File: config.mk
export PLATFORM = sky130hd
export DESIGN_NAME = instr_fetch_unit
export DESIGN_NICKNAME = d
export VERILOG_FILES = /design/src/rtl/instr_fetch_unit.sv
export SDC_FILE = /design/constraint.sdc
export NUM_CORES = 1
export LEC_CHECK = 0
export CELL_PAD_IN_SITES_DETAIL_PLACEMENT = 1
export CELL_PAD_IN_SITES_GLOBAL_PLACEMENT = 1
export CORE_MARGIN = 2
export CORE_UTILIZATION = 53
export CTS_CLUSTER_DIAMETER = 50
export DETAILED_ROUTE_END_ITERATION = 10
export DONT_BUFFER_PORTS = 1
export PLACE_DENSITY = 0.84
export SYNTH_ARGS = -nofsm -noshare
export SYNTH_HDL_FRONTEND = slang
export SYNTH_SLANG_ARGS = --single-unit
File: constraint.sdc
create_clock -name clk -period 4.1 [get_ports clk]
set_clock_uncertainty 0.1 [all_clocks]
set_input_delay 0.615 -clock clk [delete_from_list [all_inputs] [get_ports clk]]
set_output_delay 0.615 -clock clk [all_outputs]
set_load 0.005 [all_outputs]
File: src/rtl/instr_fetch_unit.sv
// Instruction fetch unit: sequential fetch with a small in-order instruction queue.
//
// Issues one word-aligned read at a time to instruction memory, tags each returned
// word with the address it was fetched from, and buffers it in a FIFO toward decode.
// A redirect flushes the queue and restarts fetch at a new address. Any response
// that was already in flight when the redirect arrived is swallowed.
//
// Ports
//   clk, rst          single clock, synchronous active-high reset
//   mem_req/mem_addr  fetch request and word address, held until mem_gnt
//   mem_gnt           memory accepts the request this cycle
//   mem_rvalid/rdata  read response (one per granted request)
//   instr_valid/instr/instr_pc  queue head toward decode
//   instr_ready       decode consumes the head when instr_valid=1
//   redirect/redirect_pc  control-flow change; low two address bits are ignored
module instr_fetch_unit #(
  parameter logic [31:0] RESET_PC = 32'h0000_0000,
  parameter int unsigned QDEPTH   = 4
) (
  input  logic        clk,
  input  logic        rst,
  output logic        mem_req,
  output logic [31:0] mem_addr,
  input  logic        mem_gnt,
  input  logic        mem_rvalid,
  input  logic [31:0] mem_rdata,
  output logic        instr_valid,
  output logic [31:0] instr,
  output logic [31:0] instr_pc,
  input  logic        instr_ready,
  input  logic        redirect,
  input  logic [31:0] redirect_pc
);

  localparam int unsigned PtrW = (QDEPTH > 1) ? $clog2(QDEPTH) : 1;
  localparam int unsigned CntW = PtrW + 1;
  localparam logic [CntW-1:0] DepthCnt = CntW'(QDEPTH);

  localparam logic [1:0] StIdle = 2'd0;
  localparam logic [1:0] StReq  = 2'd1;
  localparam logic [1:0] StWait = 2'd2;
  localparam logic [1:0] StDrop = 2'd3;

  logic [1:0]      state_q, state_d;
  logic [31:0]     fetch_pc_q, fetch_pc_d;
  logic [31:0]     issue_pc_q, issue_pc_d;
  logic [31:0]     q_data [QDEPTH];
  logic [31:0]     q_pc   [QDEPTH];
  logic [PtrW-1:0] rd_ptr_q, wr_ptr_q;
  logic [CntW-1:0] count_q;
  logic            push, pop, room;

  // Low address bits of a redirect target are forced to zero.
  logic unused_redirect_lsb;
  assign unused_redirect_lsb = ^redirect_pc[1:0];

  // The queue is checked without crediting a same-cycle pop; with at most one
  // request outstanding this guarantees a slot for every response.
  assign room = (count_q < DepthCnt);
  assign pop  = instr_valid & instr_ready;

  always_comb begin
    state_d    = state_q;
    fetch_pc_d = fetch_pc_q;
    issue_pc_d = issue_pc_q;
    push       = 1'b0;
    if (redirect) begin
      fetch_pc_d = {redirect_pc[31:2], 2'b00};
      case (state_q)
        // A granted request is in flight: wait out its response in StDrop.
        StReq:   state_d = mem_gnt ? StDrop : StIdle;
        StWait:  state_d = mem_rvalid ? StIdle : StDrop;
        // Response arriving together with a further redirect is discarded here,
        // nothing remains outstanding.
        StDrop:  state_d = mem_rvalid ? StIdle : StDrop;
        default: state_d = StIdle;
      endcase
    end else begin
      case (state_q)
        StIdle: begin
          if (room) state_d = StReq;
        end
        StReq: begin
          if (mem_gnt) begin
            issue_pc_d = fetch_pc_q;
            fetch_pc_d = fetch_pc_q + 32'd4;  // wraps silently at the top of memory
            state_d    = StWait;
          end
        end
        StWait: begin
          if (mem_rvalid) begin
            push    = 1'b1;
            state_d = StIdle;
          end
        end
        StDrop: begin
          if (mem_rvalid) state_d = StIdle;
        end
        default: state_d = StIdle;
      endcase
    end
  end

  always_ff @(posedge clk) begin
    if (rst) begin
      state_q    <= StIdle;
      fetch_pc_q <= RESET_PC;
      issue_pc_q <= '0;
      rd_ptr_q   <= '0;
      wr_ptr_q   <= '0;
      count_q    <= '0;
    end else begin
      state_q    <= state_d;
      fetch_pc_q <= fetch_pc_d;
      issue_pc_q <= issue_pc_d;
      if (redirect) begin
        rd_ptr_q <= '0;
        wr_ptr_q <= '0;
        count_q  <= '0;
      end else begin
        if (push) wr_ptr_q <= wr_ptr_q + PtrW'(1);
        if (pop)  rd_ptr_q <= rd_ptr_q + PtrW'(1);
        case ({push, pop})
          2'b10:   count_q <= count_q + CntW'(1);
          2'b01:   count_q <= count_q - CntW'(1);
          default: count_q <= count_q;
        endcase
      end
    end
  end

  // Queue storage needs no reset: entries are only visible through count_q.
  always_ff @(posedge clk) begin
    if (push) begin
      q_data[wr_ptr_q] <= mem_rdata;
      q_pc[wr_ptr_q]   <= issue_pc_q;
    end
  end

  assign mem_req     = (state_q == StReq);
  assign mem_addr    = fetch_pc_q;
  assign instr_valid = (count_q != '0);
  assign instr       = instr_valid ? q_data[rd_ptr_q] : '0;
  assign instr_pc    = instr_valid ? q_pc[rd_ptr_q]   : '0;

endmodule

==> results.md <==
- Placer Congestion: 0.8256
- Routed vias/inst: around 6
- Rel. slew slack: between 20 and 30%
- DRT iter0 DRCs: around 560
- Die width: ~160 µm
- GR Util met3: a little over 6%
- Largest net degree at the start of global routing: between 60 and 70
- FF-to-FF path depth: 9
- Post-route worst hold slack: a little under 70 ps
- GR Layer Usage met2: a little over a third
- Vias in the first global route: between 7000 and 8000
- Port bufs: 0
- Status: finished, final reports clean
- Syn Std Cell Area: 12740 µm²
- Worst endpoint required time: 3380 ps
- Vias: 6946
- Clock Latency Late Sink: roughly 520 ps
- Setup violators final: 0
- # resized after CTS: 0
- Max FO, Critical Path: 26
- Peak supply drop: between 0.2 and 0.3 mV
- Most frequent cells in the layout: 248 x edfxtp_1, 79 x nand2_1, 69 x dfxtp_1, 65 x and2_1, 62 x mux4_2
- Number of synthesized flops with an enable pin: approximately 250
- Initial Util: between 50 and 60%
- Critical path launch point type: flip-flop
- Max_cap viols: 0
- Reg-to-reg slack, setup: 1600 ps
- M1 GR Usage: 29.24%
- Die Span Y: around 160 µm
- Synth cell types: 55
- Slew Limit Fails: 0
- Routed Antenna Nets: 0
- Die Footprint: between 20000 and 30000 µm²
- Most Crowded Layer GR: met2
- Cts hold-fix bufs: 0
- FF+latch count, synth: 319
- Final instance area: ~14000 µm²
- Postcts setup bufs: 0
- Asr flop ratio synth: 0%
- Filler instances: between 2000 and 2500
- Final core utilization: 60.47%
- Pwr dens: slightly below 500 nW/µm²
- Least-Margin Pin Slew: about 1100 ps
- DP Area: 13000 µm²
- Num ports: between 150 and 200
- H-Tree Depth: 2
- First-pass GRT wire length: between 40 and 50 mm
- RSZ-0062 raised after global routing: no
- Post-Route WL: ~28 mm
- Worst EP arrival: 2380 ps
- Initial antenna violation count: 0
- F_max: 322.6 MHz
- First-pass iteration count of the detailed router: 5
- Critical path class: reg2out
- Clock sinks: 319
- Crit. End Element: primary output
- Crit path capture: instr[0]
- Post-Synthesis Cells: about 820
- GRT Total Usage: 22.03%
- Leakage Power: roughly 4.3 nW
- Yosys warns: 0
- DR WL/cell: 23.96 µm
- CTS max path bufs: 3
- Final TNS setup: 0 ps
- Worst Hold Class: in2reg
- Main synth FF type: edfxtp_1
- Fin crit share: between 70% and 80%
- Core Box Area: approximately 24000 µm²
- Syn Area/Cell: about 16 µm²
- CTS tree: built
- CTS root buf: clkbuf_16
- Layout cell share with drive strength beyond 1: about 17%
- Final min period: a little over 3000 ps
- N_diodes: 0
- CTS Buf Count: 35
- Reg2reg end: count_q[2]
- Most common cell after layout, fill and taps aside: edfxtp_1
- # rows: between 50 and 60
- Congestion Overflow GR: 0
- Final Hold Fails: 0
- Worst flop-to-flop path startpoint: state_q[0]
- Nets: ~890
- Area delta synth->final: 11.74%
- Clk slew on worst S/H paths: approximately 60 ps
- Sequential area share after synthesis: 69.61%
- Dpl hpwl: between 15 and 20 mm
- # DRC: 0
logic make-up after synthesis:
| kind of cell | Yosys count | share of synthesized area (%) |
|---|---|---|
| simple gates | 256 | 10.79 |
| xor+xnor | 17 | 1.169 |
| mux | 64 | 11.13 |
| compound gates | 85 | 4.301 |
| buf+inv | 69 | 2.229 |
| other cells | 1 | 0.02943 |
| fa+ha+maj | 7 | 0.7463 |
| flops | 319 | 69.61 |
sequential cells by signal, summed over array words and instances, names as in the netlist, named ones only:
register	flops
q_data	128
q_pc	120
state_q	2
rd_ptr_q	2
wr_ptr_q	2
mem_addr	30
count_q	3
issue_pc_q	30
critical path, stage by stage (launching register included):
cell and delay [ps]:
dfxtp_4 710, buf_4 410, mux4_2 550, and2_1 200
synthesized netlist by cell type (all sizes together) (2+ instances only):
library cell	n	area (µm²)
a2111oi	3	27.53
a211oi	10	75.07
a21oi	38	190.2
a311oi	7	61.31
and2	69	431.7
and3	4	25.02
and4	7	61.31
and4b	2	20.02
buf	15	81.33
clkbuf	42	157.7
dfxtp	71	1421
edfxtp	248	7447
ha	6	75.07
inv	12	45.04
mux4	62	1396
nand2	79	296.5
nand2b	2	15.02
nand3	14	70.07
nand4	14	102.6
nand4b	3	26.28
nor2	31	116.4
nor2b	2	12.51
nor3	8	40.04
nor4	7	50.05
o2111ai	3	26.28
o211a	2	20.02
o211ai	4	30.03
o21ai	9	45.04
o31ai	2	15.01
o41ai	3	26.28
or3	4	26.28
or4	3	22.52
or4b	2	20.02
xnor2	6	52.55
xor2	11	96.34
final cells by class:
| cell class | count | area [µm²] | share of cell area [%] |
|---|---|---|---|
| Clock buffer | 38 | 918.4 | 6.451 |
| Tap cell | 319 | 399.1 | 2.804 |
| Timing Repair Buffer | 7 | 65.06 | 0.4570 |
| Sequential cell | 319 | 8874 | 62.33 |
| Clock inverter | 25 | 321.6 | 2.259 |
| Multi-Input combinational cell | 433 | 3613 | 25.38 |
| Inverter | 12 | 45.04 | 0.3164 |
through the flow:
stage | power, W | worst slack [ps] | cells
5_1_grt | 0.007148 | 822.9 | 1153
4_1_cts | 0.007001 | 930.9 | 1153
2_1_floorplan | 0.003693 | 774.1 | 821
3_5_place_dp | 0.003718 | 1486 | 1090
6_report | 0.006952 | 1000 | 1153
3_3_place_gp | 0.003708 | 1496 | 1090
worst min path at each step:
stage                   startpoint  slack, ps  depth (start not counted)        endpoint
CTS                            rst         50                          1  issue_pc_q[18]
floorplan           issue_pc_q[10]        360                          0     q_pc[0][10]
finish                         rst         70                          1    mem_addr[16]
global route                   rst         60                          1    mem_addr[16]
detailed placement  issue_pc_q[15]        390                          2  issue_pc_q[15]
global placement     issue_pc_q[4]        370                          2   issue_pc_q[4]
where the power goes:
part | internal (W) | switching [W]
registers | 0.00350 | 0.0000570
clock network | 0.00203 | 0.00128
logic | 0.0000416 | 0.0000545
total | 0.00556 | 0.00139
per-layer routing:
| metal | wire (µm) | vias up |
|---|---|---|
| met4 | 396 | 0 |
| met3 | 2040 | 34 |
| met1 | 11450 | 3546 |
| met5 | 0 | - |
| li1 | - | 3118 |
| met2 | 13740 | 248 |
(Power assumes the default switching activity.)
